<file path="src/rtl/mp_add_pkg.sv">
// Shared definitions for the multi-precision add/subtract scheduler.
package mp_add_pkg;

  localparam int DEF_W     = 32;
  localparam int DEF_WORDS = 4;

  localparam logic [1:0] ST_IDLE = 2'd0;
  localparam logic [1:0] ST_RUN  = 2'd1;
  localparam logic [1:0] ST_DONE = 2'd2;

  typedef enum logic [1:0] {
    S_IDLE = ST_IDLE,
    S_RUN  = ST_RUN,
    S_DONE = ST_DONE
  } state_t;

endpackage

</file>
<file path="src/rtl/mp_add_sched_add32_cin.sv">
// Carry-select adder with carry in: the upper half is computed for both
// possible carries and the lower half's carry out picks the right one.
module add32_cin
  import mp_add_pkg::*;
#(
  parameter int W = DEF_W
) (
  output logic [W-1:0] sum,
  output logic         cout,
  input  logic [W-1:0] a,
  input  logic [W-1:0] b,
  input  logic         cin
);

  localparam int LO = W / 2;
  localparam int HI = W - LO;

  logic [LO:0] lo_sum;
  logic [HI:0] hi_sum0;
  logic [HI:0] hi_sum1;

  assign lo_sum  = {1'b0, a[LO-1:0]} + {1'b0, b[LO-1:0]} + {{LO{1'b0}}, cin};
  assign hi_sum0 = {1'b0, a[W-1:LO]} + {1'b0, b[W-1:LO]};
  assign hi_sum1 = {1'b0, a[W-1:LO]} + {1'b0, b[W-1:LO]} + {{HI{1'b0}}, 1'b1};

  assign sum[LO-1:0]        = lo_sum[LO-1:0];
  assign {cout, sum[W-1:LO]} = lo_sum[LO] ? hi_sum1 : hi_sum0;

endmodule

</file>
<file path="src/rtl/mp_add_sched.sv">
// Round-robin scheduler that streams one WORDS*W-bit add/sub at a time
// through a single shared W-bit adder, least significant word first.
module mp_add_sched
  import mp_add_pkg::*;
#(
  parameter int W     = DEF_W,
  parameter int WORDS = DEF_WORDS,
  parameter int NREQ  = 2,
  parameter int IDW   = $clog2(NREQ)
) (
  input  logic                    clk,
  input  logic                    rst,
  input  logic [NREQ-1:0]         req_valid,
  output logic [NREQ-1:0]         req_ready,
  input  logic [NREQ-1:0]         req_sub,
  input  logic [NREQ*W*WORDS-1:0] req_a,
  input  logic [NREQ*W*WORDS-1:0] req_b,
  output logic                    rsp_valid,
  input  logic                    rsp_ready,
  output logic [W*WORDS-1:0]      rsp_sum,
  output logic                    rsp_cout,
  output logic [IDW-1:0]          rsp_id
);

  localparam int OPW = W * WORDS;
  localparam int IXW = (WORDS > 1) ? $clog2(WORDS) : 1;

  // Handshakes: a transfer happens on a rising edge where valid and ready are
  // both high; valid never waits on ready, and ready is only offered in IDLE.

  state_t           state;
  state_t           next_state;
  logic [IDW-1:0]   rr_ptr;
  logic [IXW-1:0]   idx;
  logic             carry;
  logic [OPW-1:0]   op_a;
  logic [OPW-1:0]   op_b;
  logic             op_sub;

  logic             grant_found;
  logic [IDW-1:0]   grant_idx;
  logic [IDW-1:0]   cand;
  logic [IDW-1:0]   next_ptr;
  logic             accept;
  logic             last_word;

  logic [W-1:0]     add_a;
  logic [W-1:0]     add_b;
  logic [W-1:0]     add_sum;
  logic             add_cout;

  // First requesting index at or after rr_ptr, wrapping around.
  always_comb begin
    grant_found = 1'b0;
    grant_idx   = '0;
    cand        = '0;
    for (int k = 0; k < NREQ; k++) begin
      cand = IDW'((int'(rr_ptr) + k) % NREQ);
      if (!grant_found && req_valid[cand]) begin
        grant_found = 1'b1;
        grant_idx   = cand;
      end
    end
  end

  assign next_ptr  = (grant_idx == IDW'(NREQ - 1)) ? '0 : grant_idx + 1'b1;
  assign accept    = (state == S_IDLE) && grant_found && !rst;
  assign last_word = (idx == IXW'(WORDS - 1));

  always_comb begin
    req_ready = '0;
    if (accept) req_ready[grant_idx] = 1'b1;
  end

  assign rsp_valid = (state == S_DONE);

  assign add_a = op_a[int'(idx)*W +: W];
  assign add_b = op_sub ? ~op_b[int'(idx)*W +: W] : op_b[int'(idx)*W +: W];

  add32_cin #(.W(W)) u_add (
    .sum  (add_sum),
    .cout (add_cout),
    .a    (add_a),
    .b    (add_b),
    .cin  (carry)
  );

  always_comb begin
    next_state = state;
    case (state)
      S_IDLE:  if (accept) next_state = S_RUN;
      S_RUN:   if (last_word) next_state = S_DONE;
      S_DONE:  if (rsp_ready) next_state = S_IDLE;
      default: next_state = S_IDLE;
    endcase
  end

  always_ff @(posedge clk or posedge rst) begin
    if (rst) begin
      state    <= S_IDLE;
      rr_ptr   <= '0;
      idx      <= '0;
      carry    <= 1'b0;
      op_a     <= '0;
      op_b     <= '0;
      op_sub   <= 1'b0;
      rsp_sum  <= '0;
      rsp_cout <= 1'b0;
      rsp_id   <= '0;
    end else begin
      state <= next_state;
      case (state)
        S_IDLE: begin
          if (accept) begin
            op_a   <= req_a[int'(grant_idx)*OPW +: OPW];
            op_b   <= req_b[int'(grant_idx)*OPW +: OPW];
            op_sub <= req_sub[grant_idx];
            carry  <= req_sub[grant_idx];
            rsp_id <= grant_idx;
            rr_ptr <= next_ptr;
            idx    <= '0;
          end
        end
        S_RUN: begin
          rsp_sum[int'(idx)*W +: W] <= add_sum;
          carry <= add_cout;
          if (last_word) rsp_cout <= add_cout;
          else           idx      <= idx + 1'b1;
        end
        default: ;
      endcase
    end
  end

endmodule

</file>
<file path="config.mk">
export PLATFORM = sky130hd
export DESIGN_NAME = mp_add_sched
export DESIGN_NICKNAME = d
export VERILOG_FILES = /design/src/rtl/mp_add_pkg.sv /design/src/rtl/mp_add_sched_add32_cin.sv /design/src/rtl/mp_add_sched.sv
export SDC_FILE = /design/constraint.sdc
export NUM_CORES = 1
export LEC_CHECK = 0
export ABC_AREA = 1
export CAP_MARGIN = 20
export CORE_AREA = 2 2 257 259
export DETAILED_ROUTE_END_ITERATION = 16
export DIE_AREA = 0 0 259 261
export PLACE_DENSITY_LB_ADDON = 0.1
export SYNTH_ARGS = -nofsm -noshare
export SYNTH_HDL_FRONTEND = slang
export SYNTH_SLANG_ARGS = --single-unit
export TNS_END_PERCENT = 20
</file>
<file path="constraint.sdc">
create_clock -name clk -period 43.2 [get_ports clk]
set_clock_uncertainty 0.2 [all_clocks]
set_input_delay 12.96 -clock clk [delete_from_list [all_inputs] [get_ports clk]]
set_output_delay 12.96 -clock clk [all_outputs]
set_load 0.02 [all_outputs]
</file>
==> impl_results.md, run 1 <==
- CTS Buf Count: 46
- Drt wl/cell: roughly 21 µm
- Fmax: 34.4 MHz
- FP Rows: 94
- CP delay by family, top: buffers and inverters
- PostCTS Resize Cnt: 0
- Routed vias/inst: approximately 5
- Most frequent cell after synthesis: nand2_1
- Syn-to-layout area delta: 43.2%
- Layout Nets: about 3800
- Die W: ~260 µm
- Max cap viols: 0
- PD cells: about 92 mW/mm²
- Final period utilization: between 60% and 70%
- Global-route wire length before repair: approximately 130 mm
- Ports: about 650
- DR iter-0 viols: approximately 1200
- Final GP Congestion: between 0.9 and 1
- Hold crit path type: reg -> reg
- Post-Syn Area: about 0.020 mm²
- Layout cells sized above 1: between 4 and 5%
- Synth unique cells: 40
- Peak VDD IR: 0.0509 mV
- Hold path start: rsp_sum[99]$_DFFE_PP0P_
- Root Buffer: clkbuf_16
- Flop-to-flop setup slack: between 30 and 40 ns
- Slew HR: roughly a quarter
- Total Neg Setup Slack: 0 ns
- Core area: between 0.06 and 0.07 mm²
- Hold path depth: 2
- Drt total wl: around 87 mm
- Power Total: around 2.7 mW
- Most instantiated cells after synthesis: nand2_1, dfrtp_1, nand3_1
- Ys Warns: 0
- Post-synth ARST share: 100%
- Clock Sinks: ~400
- Setup Buffers After CTS: 0
- Worst-Margin Slew: 1.15 ns
- Crit end category: primary output
- CP max stage cell: clkdlybuf4s50_1
- Top FF cell, synth: dfrtp_1
- Critical path fanouts, max: 80
- Crit path buffers/inverters: 5
- Req. time, crit path: roughly 30 ns
- EDFF count, synth: 0
- Post-CTS Hold Fix Bufs: 0
- #FFs+latches synth: slightly below 400
- Drt drc: 0
- Clock latency on the worst-skew pair: roughly 0.58 ns
- Crit path cell chain: clkdlybuf4s50_1, inv_8, o211ai_1, buf_4, nor2_4, buf_4, clkdlybuf4s50_1
- Sequential-to-total area share from yosys stat: just under 50%
- Reg2reg path depth: 21
- Vias in the first global route: ~21000
- Clk buf depth: 3
- PortBufs: approximately 650
- Final setup viols: 0
- Fin crit period: about 29 ns
- Post-synth top area share: between 40 and 50%
- Startpoint class of the critical path: primary input
- Total leakage power: approximately 13 nW
- Crit path depth: 7
- Reg clk slew, reported paths: roughly 0.050 ns
- Initial core utilization: between 30% and 40%
- Syn_nets: between 3000 and 4000
- Die area: 0.0676 mm²
- Post-Syn Area per Cell: 7.58 µm²
- Reg2reg end: rsp_sum[59]$_DFFE_PP0P_
- Total grt overflow: 0
- R2R Path Start: idx[0]$_DFFE_PP0P_
- Hold endpoint: rsp_sum[99]$_DFFE_PP0P_
- FILL cells: roughly 6500
- Largest cells by area after synthesis: dfrtp_1, nand2_1, nand3_1
- Max incr delay on CP: approximately 0.75 ns
- Final ANT Viol Nets: 0
- Dpl ws: 14.16 ns
- DR vias: about 21000
- RSZ-0062 raised after global routing: no
- Largest net degree at the start of global routing: between 200 and 250
- Largest area contributor in the netlist: dfrtp_1
- Hold Vio Cnt, Final: 0
- H-tree lvl count: 2
- Critical Path AT: around 16 ns
- Pre-antenna DRT Iters: 5
- Initial antenna violation count: 19
- Post-Synthesis Cells: around 2700
- CTS tree: yes
- Status: finished clean
- Critical path class: in -> out
- Global Route Usage Sum: between 20% and 30%
- Max Slew Vio Count: 0
- Setup ws final: approximately 14 ns
- Hpwl dp: 66.5 mm
- Worst hold slack: ~0.28 ns
- Die height: roughly 260 µm
cells in the final DEF (no fill, tap or decap), types with 7 or more instances in the layout:
master and count:
o21ai_1 15, ha_1 38, a22o_1 25, nor2_2 7
clkdlybuf4s50_1 651, nand2_1 1062, inv_1 96, clkbuf_8 9
nand2_2 15, xor2_1 49, nor2_1 179, nand3_1 298
buf_4 25, a21oi_1 25, nand4_1 11, o21ai_0 202
dfrtp_1 390, o22ai_1 61, diode_2 13, clkbuf_16 49
clkbuf_1 21
routing by layer:
layer / vias up / wire length [µm] / track usage (%) / part of all wire [%]
met3: 145 / 5400 / 5.34 / 6.2
met4: 14 / 3870 / 11.6 / 4.4
met2: 642 / 40400 / 40.7 / 46
li1: 9898 / - / - / -
met5: - / 97 / 0 / 0.11
met1: 10100 / 37400 / 32.6 / 43
power by group:
group	switching (mW)	total (mW)	internal, mW
registers	0.111	0.633	0.523
logic	1.11	1.68	0.570
clock network	0.156	0.379	0.223
worst reg2reg max path, stage by stage, from the launching register on:
cell and delay [ns]:
dfrtp_4 0.69, inv_4 0.39, buf_4 0.66, buf_4 0.60, o21ai_0 0.18, o22ai_1 0.39
xor2_1 0.15, ha_1 0.29, fa_1 0.48, nand3_1 0.14, nand3_2 0.12, nand2_1 0.11
nand2_1 0.08, nand2_1 0.06, nand2_1 0.11, nor2_2 0.18, nand3_2 0.13, o21ai_1 0.19
nand3_1 0.18, nor2_1 0.22, nand2_1 0.08, nand2_1 0.08
metrics by stage:
step | utilization, % | cell area, µm² | std cells
6_report | 44.9 | 29200 | 4176
2_1_floorplan | - | 20400 | 2692
4_1_cts | 44.7 | 29100 | 4160
3_5_place_dp | 42.5 | 27600 | 4076
3_3_place_gp | 42.5 | 27600 | 4075
5_1_grt | 44.9 | 29200 | 4171
cell type report:
| type | instances | area (µm²) | area share, % |
|---|---|---|---|
| flip-flops and latches | 393 | 9840 | 33.7 |
| multi-input cells | 2040 | 9580 | 32.8 |
| repair buffers | 681 | 6830 | 23.4 |
| clock buffers | 79 | 1430 | 4.89 |
| well taps | 864 | 1080 | 3.70 |
| inverters | 101 | 389 | 1.33 |
| diodes | 13 | 32.5 | 0.111 |
| clock inverters | 5 | 31.3 | 0.107 |
flip-flops by register name, indices dropped and copies added (netlist names):
| signal | cells |
|---|---|
| rsp_id | 1 |
| rsp_sum | 128 |
| op_b | 128 |
| op_sub | 1 |
| carry | 1 |
| rsp_cout | 1 |
| op_a | 128 |
| rr_ptr | 1 |
| idx | 2 |
| state | 2 |
how the worst max path moves through the flow:
stage          startpoint           end  slack (ns)
3_5_place_dp          rst  req_ready[0]       14.16
2_1_floorplan         rst  req_ready[0]        6.43
5_1_grt               rst  req_ready[0]       13.95
6_report              rst  req_ready[0]       14.17
4_1_cts               rst  req_ready[0]       14.15
3_3_place_gp          rst  req_ready[0]       14.18
logic make-up (layout without fill, tap and decap cells):
kind of cell | count (synthesis) | in the layout | share of synthesized area (%)
compound gates | 349 | 349 | 9.66
xor+xnor | 56 | 56 | 2.44
fa+ha+maj | 41 | 41 | 2.62
buf+inv | 259 | 866 | 4.95
flops | 393 | 393 | 48.2
mux | 1 | 1 | 0.0552
other cells | 0 | 13 | 0
simple gates | 1593 | 1593 | 32.1
No activity file was read; power rests on OpenSTA's default activity.
==> run 2: changes to the inputs <==
--- a/config.mk
+++ b/config.mk
@@ -7,9 +7,9 @@
 export LEC_CHECK = 0
 export ABC_AREA = 1
 export CAP_MARGIN = 20
-export CORE_AREA = 2 2 257 259
+export CORE_AREA = 2 2 256 258
 export DETAILED_ROUTE_END_ITERATION = 16
-export DIE_AREA = 0 0 259 261
+export DIE_AREA = 0 0 258 260
 export PLACE_DENSITY_LB_ADDON = 0.1
 export SYNTH_ARGS = -nofsm -noshare
 export SYNTH_HDL_FRONTEND = slang
==> constraint.sdc (replaced) <==
create_clock -name clk -period 25.3 [get_ports clk]
set_clock_uncertainty 0.2 [all_clocks]
set_input_delay 7.59 -clock clk [delete_from_list [all_inputs] [get_ports clk]]
set_output_delay 7.59 -clock clk [all_outputs]
set_load 0.02 [all_outputs]
==> run 2 against run 1 <==
Against the previous run: largest power group unchanged; clock power up 84%; cell area grew 0.39%; combinational power is 68% higher.
==> impl_results.md, run 2 (same netlist as run 1, synthesis figures left out) <==
- Status: finished clean
- Combinational power share: about 61%
- Flop-to-flop setup slack: between 15 and 20 ns
- Met1 WL: 37.2 mm
- RSZ-0062 raised after global routing: no
- Ports: 652
- Final setup viols: 0
- CP delay by family, top: buffers and inverters
- Non-filler cells, final: about 4200
- Crit path buffers/inverters: 4
- Worst-Margin Slew: approximately 1.0 ns
- H-tree lvl count: 2
- Most frequent cells in the layout: nand2_1, clkdlybuf4s50_1, dfrtp_1
- Critical Path AT: just under 10 ns
- Clk buf depth: 3
- PostCTS Resize Cnt: 0
- Reg clk slew, reported paths: 0.06 ns
- Dpl ws: 7.68 ns
- Sequential share of power: about a quarter
- Max cap viols: 0
- Die area: between 0.06 and 0.07 mm²
- Vias in the first global route: between 20000 and 25000
- Crit end category: primary output
- CP startpoint: rst
- DR WL met3: between 5 and 6 mm
- DR vias: approximately 21000
- Final GP Congestion: 0.894
- Core area: ~0.064 mm²
- Drt wl/cell: 20.8 µm
- Reg2reg end: rsp_sum[62]$_DFFE_PP0P_
- R2R Path Start: idx[0]$_DFFE_PP0P_
- Largest net degree at the start of global routing: roughly 180
- Placed cells: just over 4000
- Fmax: about 57 MHz
- Switching Share: a little over 50%
- Setup Buffers After CTS: 0
- Fin crit period: roughly 18 ns
- Slew HR: 30.5%
- Initial antenna violation count: 31
- Max incr delay on CP: around 0.61 ns
- Die height: about 260 µm
- Final period utilization: 69.7%
- Peak VDD IR: 0.0803 mV
- Crit path cell chain: clkdlybuf4s50_1, clkinvlp_4, o211ai_1, buf_4, nor2_4, clkdlybuf4s50_1
- Routed vias/inst: approximately 5
- Total Neg Setup Slack: 0 ns
- Pre-antenna DRT Iters: 5
- Drt total wl: roughly 87 mm
- CTS tree: yes
- Hpwl dp: 65.7 mm
- Drt drc: 0
- Global Route Usage Sum: around a quarter
- Hold crit path type: reg -> reg
- CP Capture Point: req_ready[0]
- Post-CTS Hold Fix Bufs: 0
- CP dominant cell by count: clkdlybuf4s50_1
- DR iter-0 viols: ~1300
- Total grt overflow: 0
- Reg2reg path depth: 22
- Syn-to-layout area delta: 43.7%
- Switch Pwr: 2.34 mW
- CP max stage cell: buf_4
- CTS Buf Count: 47
- FP Rows: 93
- Initial core utilization: between 30% and 40%
- Setup ws final: roughly 7.7 ns
- Final ANT Viol Nets: 0
- Global-route wire length before repair: ~130 mm
- Hold path depth: 2
- Clock Sinks: 393
- Power Internal: between 2 and 2.5 mW
- PD cells: between 150 and 200 mW/mm²
- Layout Nets: 3820
- Hold Vio Cnt, Final: 0
- Startpoint class of the critical path: primary input
- Largest registers: op_a: 128 flops, op_b: 128 flops, rsp_sum: 128 flops
- Power Total: between 4 and 5 mW
- Clk pwr share: about 15%
- Req. time, crit path: 17.51 ns
- Die W: approximately 260 µm
- Uppermost layer routed: met5
- Critical path fanouts, max: 66
- PortBufs: 651
- Crit path depth: 6
- Clock latency on the worst-skew pair: just under 0.6 ns
- Max Slew Vio Count: 0
- Root Buffer: clkbuf_16
- Metal2 WL: slightly above 40 mm
- Total leakage power: roughly 13 nW
- Layout cells sized above 1: around 4.7%
- Commonest non-fill, non-tap cell in the layout: nand2_1
- Critical path class: in -> out
[run 2: worst min path at each step]
stage / from / end
detailed placement: rsp_sum[18]$_DFFE_PP0P_ / rsp_sum[18]$_DFFE_PP0P_
floorplan: op_b[64]$_DFFE_PP0P_ / op_b[64]$_DFFE_PP0P_
global placement: rsp_cout$_DFFE_PP0P_ / rsp_cout$_DFFE_PP0P_
global route: rsp_sum[2]$_DFFE_PP0P_ / rsp_sum[2]$_DFFE_PP0P_
CTS: rsp_sum[2]$_DFFE_PP0P_ / rsp_sum[2]$_DFFE_PP0P_
finish: rsp_sum[2]$_DFFE_PP0P_ / rsp_sum[2]$_DFFE_PP0P_
[run 2: power by group through the flow]
stage                     Clock [mW]  Combinational [mW]  Sequential, mW
after floorplan                    0                1.81            1.08
after global placement             0                2.80            1.09
after detailed placement           0                2.83            1.10
after CTS                      0.713                2.85            1.09
after global routing           0.738                3.16            1.12
final                          0.698                2.82            1.09
[run 2: stage by stage]
step | hold WS [ns] | cell area (µm²) | utilization (%)
finish | 0.282 | 29300 | 45.7
detailed placement | 0.273 | 27600 | 43.1
CTS | 0.288 | 29200 | 45.6
global placement | 0.269 | 27600 | 43.0
global route | 0.304 | 29300 | 45.7
floorplan | 0.260 | 20400 | -
[run 2: layout make-up]
type / instances / area (µm²)
fill: 6400 / 34800
tap: 855 / 1070
antenna: 23 / 57.6
sequential: 393 / 9840
multi-input combinational: 2040 / 9580
timing repair buffer: 677 / 6800
clock buffer: 63 / 1360
inverter: 101 / 385
clock inverter: 24 / 234
[run 2: worst min-delay path, cell delays in order, from the launching register on]
cell,delay (ns)
dfrtp_1,0.34
nand2_1,0.05
o21ai_0,0.06
[run 2: metal layers]
layer / vias up / GRT usage, %
li1: 9938 / -
met2: 657 / 41.4
met4: 14 / 10.7
met1: 10100 / 32.8
met5: - / 0
met3: 124 / 5.31
==> run 3: changes to the inputs <==
--- a/config.mk
+++ b/config.mk
@@ -7,9 +7,9 @@
 export LEC_CHECK = 0
 export ABC_AREA = 1
 export CAP_MARGIN = 20
-export CORE_AREA = 2 2 256 258
+export CORE_AREA = 2 2 252 254
 export DETAILED_ROUTE_END_ITERATION = 16
-export DIE_AREA = 0 0 258 260
+export DIE_AREA = 0 0 254 256
 export PLACE_DENSITY_LB_ADDON = 0.1
 export SYNTH_ARGS = -nofsm -noshare
 export SYNTH_HDL_FRONTEND = slang
==> constraint.sdc (replaced) <==
create_clock -name clk -period 17.1 [get_ports clk]
set_clock_uncertainty 0.2 [all_clocks]
set_input_delay 5.13 -clock clk [delete_from_list [all_inputs] [get_ports clk]]
set_output_delay 5.13 -clock clk [all_outputs]
set_load 0.02 [all_outputs]
==> run 3 against run 2 <==
Against the previous run: critical path type unchanged; global-route usage increased by 1.0 points; first-iteration DRC count is 7.1% higher; hold slack hardly changed; wire length rose by 0.73%; final cell count decreased by 0.53%; non-clock buffer count is 3 lower; die area decreased by 3.1%.
==> impl_results.md, run 3 (same netlist as run 1, synthesis figures left out) <==
- Routed vias/inst: around 5
- Ports: between 600 and 700
- Layout cells sized above 1: 4.59%
- Die height: 256 µm
- Setup Buffers After CTS: 0
- CTS tree: yes
- Worst-Margin Slew: ~1.1 ns
- RSZ-0062 raised after global routing: no
- Hpwl dp: roughly 65 mm
- FP Rows: slightly above 90
- Reg clk slew, reported paths: roughly 0.060 ns
- PortBufs: between 600 and 700
- Drt drc: 0
- Layout Nets: roughly 3800
- Fin crit period: ~13 ns
- Setup ws final: between 3 and 4 ns
- Clock latency on the worst-skew pair: 0.58 ns
- Startpoint class of the critical path: primary input
- CTS Buf Count: 45
- Critical path class: in -> out
- FILL cells: 6278
- Global-route wire length before repair: between 100 and 150 mm
- Max Slew Vio Count: 0
- Die W: ~250 µm
- Final Cell Area: slightly below 0.03 mm²
- PD cells: roughly 230 mW/mm²
- H-tree lvl count: 2
- Total leakage power: roughly 13 nW
- Status: finished clean
- Drt wl/cell: 21.0 µm
- Most frequent cells in the layout: nand2_1, clkdlybuf4s50_1, dfrtp_1
- Drt total wl: roughly 87 mm
- Max incr delay on CP: between 0.7 and 0.8 ns
- DR iter-0 viols: roughly 1400
- Initial antenna violation count: 26
- CP delay by family, top: buffers and inverters
- Largest registers: op_a: 128 flops, op_b: 128 flops, rsp_sum: 128 flops
- Req. time, crit path: 11.77 ns
- CP max stage cell: clkdlybuf4s50_1
- Pre-antenna DRT Iters: 5
- Max cap viols: 0
- Hold crit path type: reg -> reg
- Vias in the first global route: a little over 20000
- Final ANT Viol Nets: 0
- Crit path buffers/inverters: 5
- PostCTS Resize Cnt: 0
- Critical path fanouts, max: 69
- Total Neg Setup Slack: 0 ns
- Syn-to-layout area delta: 43.4%
- Clock Sinks: 393
- Root Buffer: clkbuf_16
- Reg area: 0.00984 mm²
- Clk buf depth: 3
- Fmax: about 75 MHz
- Core area: 0.0624 mm²
- Crit end category: primary output
- Final setup viols: 0
- Peak VDD IR: 0.135 mV
- Final period utilization: between 70 and 80%
- Final Util: a little under half
- Final GP Congestion: between 0.8 and 0.9
- Critical Path AT: between 7 and 8 ns
- Largest net degree at the start of global routing: between 150 and 200
- Post-CTS Hold Fix Bufs: 0
- Die area: about 0.065 mm²
- Slew HR: between 20% and 30%
- Crit path cell chain: clkdlybuf4s50_1, clkinvlp_4, o211ai_1, buf_4, nor2_4, buf_4, clkdlybuf4s50_1
- Initial core utilization: 32.7%
- Dpl ws: between 3 and 4 ns
- Area of the multi-input gates: between 0.009 and 0.01 mm²
- Hold Vio Cnt, Final: 0
- Total grt overflow: 0
- Post-DP Area: approximately 0.028 mm²
- Commonest non-fill, non-tap cell in the layout: nand2_1
- Global Route Usage Sum: 26.5%
- DR vias: between 20000 and 25000
-- run 3: changes by cell type in the layout (fill, tap and decap cells not counted) --
cell	before	now
clkbuf_8	8	9
clkinv_2	16	13
clkbuf_1	6	5
buf_4	21	17
diode_2	23	16
buf_12	1	3
buf_16	4	2
inv_6	1	2
clkbuf_16	49	47
bufinv_16	4	5
buf_8	0	1
-- run 3: layout make-up --
class	instances	area share [%]
multi-input cells	2040	32.7
flip-flops and latches	393	33.6
repair buffers	674	23.2
clock buffers	61	4.51
diodes	16	0.137
inverters	101	1.32
well taps	846	3.62
clock inverters	23	0.881
-- run 3: power by group --
group	internal, mW	total, mW	switching (mW)
Sequential	1.32	1.60	0.278
Combinational	1.43	4.17	2.75
Clock	0.618	1.03	0.415
-- run 3: worst reg2reg max path: stages, from the launching register on --
cell,delay (ns)
dfrtp_4,0.69
inv_4,0.77
buf_4,0.75
o21ai_0,0.19
o22ai_1,0.37
xor2_1,0.12
ha_1,0.30
fa_1,0.46
nand3_1,0.14
nand3_2,0.10
nand2_1,0.10
nand2_1,0.08
nand2_1,0.06
nand2_1,0.11
nor2_2,0.18
nand3_2,0.13
o21ai_1,0.21
nand3_1,0.17
nor2_1,0.21
nand2_1,0.08
nand2_1,0.09
-- run 3: worst paths after layout --
| path | startpoint | end | slack, ns | depth (start not counted) |
|---|---|---|---|---|
| max | rst | req_ready[0] | 3.78 | 7 |
| min | rsp_sum[41]$_DFFE_PP0P_ | rsp_sum[41]$_DFFE_PP0P_ | 0.28 | 2 |
| max reg2reg | idx[0]$_DFFE_PP0P_ | rsp_sum[59]$_DFFE_PP0P_ | 11.55 | 20 |
| min reg2reg | rsp_sum[41]$_DFFE_PP0P_ | rsp_sum[41]$_DFFE_PP0P_ | 0.28 | 2 |
| max in group asynchronous | rst | rsp_sum[59]$_DFFE_PP0P_ | 10.12 | 4 |
| min in group asynchronous | rst | op_sub$_DFFE_PP0P_ | 5.05 | 3 |
-- run 3: through the flow --
| stage | hold WS [ns] | total power [mW] | instances |
|---|---|---|---|
| 4_1_cts | 0.287 | 6.85 | 4135 |
| 3_3_place_gp | 0.268 | 5.73 | 4051 |
| 3_5_place_dp | 0.273 | 5.78 | 4051 |
| 2_1_floorplan | 0.260 | 4.29 | 2692 |
| 6_report | 0.282 | 6.80 | 4154 |
| 5_1_grt | 0.299 | 7.39 | 4153 |
-- run 3: layer usage --
metal  up-vias  GRT usage (%)  share of wire (%)
met4        14           7.94                2.7
li1       9887              -                  -
met2       667           43.4                 48
met3       117           4.77                5.6
met5         -              0               0.11
met1     10100           35.5                 44
